### src/rtl/button_conditioner.sv
// rtl/button_conditioner.sv - synchronise, debounce and edge-detect board buttons and switches
// Buttons become one-cycle press pulses; the switch bank is accepted only as a whole stable vector.
module button_conditioner #(
    parameter int DEBOUNCE_CYCLES = 1000000,
    parameter int CNT_W           = $clog2(DEBOUNCE_CYCLES)
) (
    input  logic        clk,
    input  logic        reset,
    input  logic        btnL_raw,
    input  logic        btnR_raw,
    input  logic [15:0] switch_raw,
    output logic        buttonL,
    output logic        buttonR,
    output logic [15:0] switch
);

    localparam logic [CNT_W-1:0] CNT_MAX = CNT_W'(DEBOUNCE_CYCLES - 1);
    localparam logic [CNT_W-1:0] CNT_ONE = CNT_W'(1);

    // Index 0 is the left button, index 1 the right button.
    logic [1:0]       r_btn_sync1;
    logic [1:0]       r_btn_s;
    logic [1:0]       r_stable;
    logic [1:0]       r_stable_d;
    logic [1:0]       r_pulse;
    logic [CNT_W-1:0] r_cnt [2];

    logic [15:0]      r_sw_sync1;
    logic [15:0]      r_sw_s;
    logic [15:0]      r_sw_prev;
    logic [CNT_W-1:0] r_sw_cnt;
    logic [15:0]      r_switch;

    always_ff @(posedge clk) begin
        if (!reset) begin
            r_btn_sync1 <= '0;
            r_btn_s     <= '0;
            r_stable    <= '0;
            r_stable_d  <= '0;
            r_pulse     <= '0;
            for (int i = 0; i < 2; i++) begin
                r_cnt[i] <= '0;
            end
        end else begin
            r_btn_sync1 <= {btnR_raw, btnL_raw};
            r_btn_s     <= r_btn_sync1;
            // Any cycle agreeing with the accepted level restarts the count.
            for (int i = 0; i < 2; i++) begin
                if (r_btn_s[i] == r_stable[i]) begin
                    r_cnt[i] <= '0;
                end else if (r_cnt[i] == CNT_MAX) begin
                    r_stable[i] <= r_btn_s[i];
                    r_cnt[i]    <= '0;
                end else begin
                    r_cnt[i] <= r_cnt[i] + CNT_ONE;
                end
            end
            r_stable_d <= r_stable;
            r_pulse    <= r_stable & ~r_stable_d;
        end
    end

    // The switch vector counts as one unit; the counter parks at its max while stable.
    always_ff @(posedge clk) begin
        if (!reset) begin
            r_sw_sync1 <= '0;
            r_sw_s     <= '0;
            r_sw_prev  <= '0;
            r_sw_cnt   <= '0;
            r_switch   <= '0;
        end else begin
            r_sw_sync1 <= switch_raw;
            r_sw_s     <= r_sw_sync1;
            r_sw_prev  <= r_sw_s;
            if (r_sw_s != r_sw_prev) begin
                r_sw_cnt <= '0;
            end else if (r_sw_cnt != CNT_MAX) begin
                r_sw_cnt <= r_sw_cnt + CNT_ONE;
            end else begin
                r_switch <= r_sw_prev;
            end
        end
    end

    assign buttonL = r_pulse[0];
    assign buttonR = r_pulse[1];
    assign switch  = r_switch;

endmodule

### config.mk
export PLATFORM = sky130hd
export DESIGN_NAME = button_conditioner
export DESIGN_NICKNAME = d
export VERILOG_FILES = /design/src/rtl/button_conditioner.sv
export SDC_FILE = /design/constraint.sdc
export NUM_CORES = 1
export LEC_CHECK = 0
export CAP_MARGIN = 20
export CORE_ASPECT_RATIO = 0.5
export CORE_UTILIZATION = 50
export CTS_CLUSTER_DIAMETER = 150
export DETAILED_ROUTE_END_ITERATION = 12
export PLACE_DENSITY = 0.72
export SLEW_MARGIN = 10
export SYNTH_ARGS = -nofsm -noshare
export SYNTH_HDL_FRONTEND = slang
export SYNTH_SLANG_ARGS = --single-unit
### constraint.sdc
create_clock -name clk -period 2.1 [get_ports clk]
set_clock_uncertainty 0.15 [all_clocks]
set_input_delay 0.315 -clock clk [delete_from_list [all_inputs] [get_ports clk]]
set_output_delay 0.315 -clock clk [all_outputs]
set_load 0.05 [all_outputs]
==> impl_metrics.csv <==
group,metric,value,unit
cells_and_area,final_cells,793,
global_route,grt_max_degree,51,
drt,drt_iter0_drc,183,
placed_design,dp_slack,-108,ps
cells_and_area,final_cell_mix,"dfxtp_1 (91), nor2_1 (65), and2_1 (54)",
synthesis,avgSynthCellArea,10.3,µm²
setup_path,rr_worst_depth,5,
synthesis,ys_ff_latch,134,
setup_path,cp_max_fo,2,
cells_and_area,drive_above_1_share,0.133,
synthesis,synth_cell_types,40,
synthesis,ys_seq_area_frac,0.568,
synthesis,synth.area.top_cells,"dfxtp_1 (35%), edfxtp_1 (22%), xor2_1 (7.4%), and2_1 (6.2%), nor2_1 (4.5%)",
cells_and_area,syn_to_final_growth,28.9,%
worst_hold_path,min_from,"r_stable_d[1]",
synthesis,ys_async_sr_fraction,0,
setup_path,cp_slowest_cell,"clkdlybuf4s50_1",
sta,whs,245,ps
sta,fmax,487,MHz
cts,cts.sinks,134,
cts,cts_hold_buffers,0,
setup_path,required,1630,ps
sta,setup_violations,0,
pwr,p_per_area,841,nW/µm²
die,die_y,75.7,µm
sta,tightest_slew,668,ps
die,dieArea,11300,µm²
die,initial_core_util,0.523,
pwr,ir_drop,0.000584,V
cts,h-tree-depth,4,
placed_design,port_buffers,37,
global_route,grt_pass1_wl,16.3,mm
drt,wl_per_cell,12.6,µm
sta,slew_viol_final,0,
synthesis,synth_top_area_frac,0.347,
setup_path,crit_end,"switch[12]",
setup_path,cp.buffers_inverters,1,
sta,fin_crit,2050,ps
synthesis,synthCells,527,
sta,fin_crit_sh,0.977,
synthesis,synth_edf_count,40,
setup_path,cp_data_arrival_time,1590,ps
placed_design,hpwl,6.35,mm
drt,wl,10.0,mm
cts,cts_tree,"yes",
cts,clk_pin_slew_worst_paths,60,ps
synthesis,synth_top_cell_by_area,"dfxtp_1",
cells_and_area,layout.nets,663,
placed_design,gp_congestion,0.823,
setup_path,worstPathCellList,"clkdlybuf4s50_1",
run_status,status,"finished, final reports clean",
setup_path,start_kind,"flop",
sta,finalHoldViolCount,0,
setup_path,critPathMaxStageDelay,810,ps
setup_path,cp_top_family,"buffers and inverters",
setup_path,cp.depth,1,
setup_path,reg2reg_from,"r_sw_cnt[17]",
setup_path,worst-setup-path-type,"flop to output port",
cts,clk_latency,420,ps
cts,clockBufferDepth,2,
synthesis,syn_area,5430,µm²
sta,tns,0,ps
setup_path,reg2reg_setup_slack,60,ps
die,core,10400,µm²
pwr,p_leak,0.00267,µW
setup_path,critPathLaunch,"switch[12]",
drt,vias,3824,
synthesis,synth_flop_cell,"dfxtp_1",
cts,cts_root_buf,"clkbuf_16",
die,io_pins,38,
setup_path,end_kind,"output port",
sta,setup_slack,48.2,ps
worst_hold_path,hold_class,"flop to flop",
sta,relSlewSlack,0.553,
placed_design,dpl-instance-area,6290,µm²
drt,avgViaCountPerCell,4.82,
global_route,gr-usage-all-layers,0.190,
die,rows,26,
run,maxCapViolations,0,
global_route,overflow,0,
global_route,grt_pass1_vias,3539,
setup_path,timing.rr.end,"r_sw_cnt[4]",
drt,ant_nets,0,
drt,drc,0,
cells_and_area,layout_commonest_cell,"dfxtp_1",
cells_and_area,stdcell_area,7000,µm²
cts,cts_inserted_buffers,17,
cells_and_area,n_antenna_cell,0,
synthesis,yosysWarnings,0,
drt,dr.pass1.iters,4,
die,die_w,149,µm
global_route,antenna_found_initial,0,
placed_design,dp.cells,755,
worst min-delay path by stage:
stage,slack (ps),endpoint,depth (start not counted)
2_1_floorplan,220,r_pulse[0],1
3_3_place_gp,220,r_pulse[1],1
3_5_place_dp,260,r_pulse[1],1
4_1_cts,250,r_pulse[1],1
5_1_grt,280,r_pulse[0],1
6_report,250,r_pulse[1],1
metal layers:
layer	share of wire	GRT usage	vias up
li1	-	-	1985
met1	0.49	0.245	1768
met2	0.47	0.304	60
met3	0.037	0.0575	11
met4	0.010	0.0714	0
met5	0	0	-
registers in the layout (all words and copies together) (netlist names):
register	cells
r_cnt	40
r_sw_cnt	20
r_sw_prev	16
r_sw_s	16
r_sw_sync1	16
switch	16
r_btn_s	2
r_btn_sync1	2
r_pulse	2
r_stable	2
r_stable_d	2
through the flow:
stage / total power (µW) / utilization
floorplan: 2960 / -
global placement: 3050 / 0.606
detailed placement: 3060 / 0.606
CTS: 5920 / 0.665
global route: 6090 / 0.675
finish: 5890 / 0.675
layout make-up:
cell class / instances / area (µm²)
clock inverter: 14 / 140
timing repair buffer: 71 / 654
inverter: 10 / 37.5
fill: 792 / 3380
multi-input combinational: 406 / 2470
sequential: 134 / 3090
tap: 140 / 175
clock buffer: 18 / 439
cells by family (layout without fill, tap and decap cells):
logic type / Yosys count / count (layout) / share of synthesized area
AO/OA/AOI/OAI: 38 / 38 / 0.0371
XOR/XNOR: 69 / 69 / 0.111
adder cells (fa/ha/maj): 3 / 3 / 0.00691
buffers and inverters: 30 / 113 / 0.0253
flip-flops: 134 / 134 / 0.568
multiplexers: 3 / 3 / 0.00576
other: 1 / 40 / 0.000691
AND/OR/NAND/NOR: 249 / 253 / 0.245
synthesized netlist by cell type (all sizes together) (3+ instances only):
cell type,count
xor2,46
o21ai,17
and3,11
nor2,65
dfxtp,94
nor4,9
nand4,12
and2,54
buf,10
nor2b,3
nand3,36
xnor2,23
edfxtp,40
inv,9
nand2,26
clkbuf,10
nor3b,4
nor3,12
ha,3
a21oi,18
and4,9
report_power, final:
| part | internal [µW] | switching [µW] | total (µW) | leakage, µW |
|---|---|---|---|---|
| Combinational | 116 | 108 | 224 | 0.00122 |
| Sequential | 2740 | 49.4 | 2790 | 0.00118 |
| Clock | 1690 | 1190 | 2880 | 0.000269 |
| Total | 4540 | 1340 | 5890 | 0.00267 |
timing repair:
item / CTS / global route
setup endpoints to repair: 19 / 49
pin swaps: 2 / 3
gates cloned: 1 / 3
gates resized for setup: 2 / 15
setup buffers: 1 / 1
No activity file was read; power rests on OpenSTA's default activity.
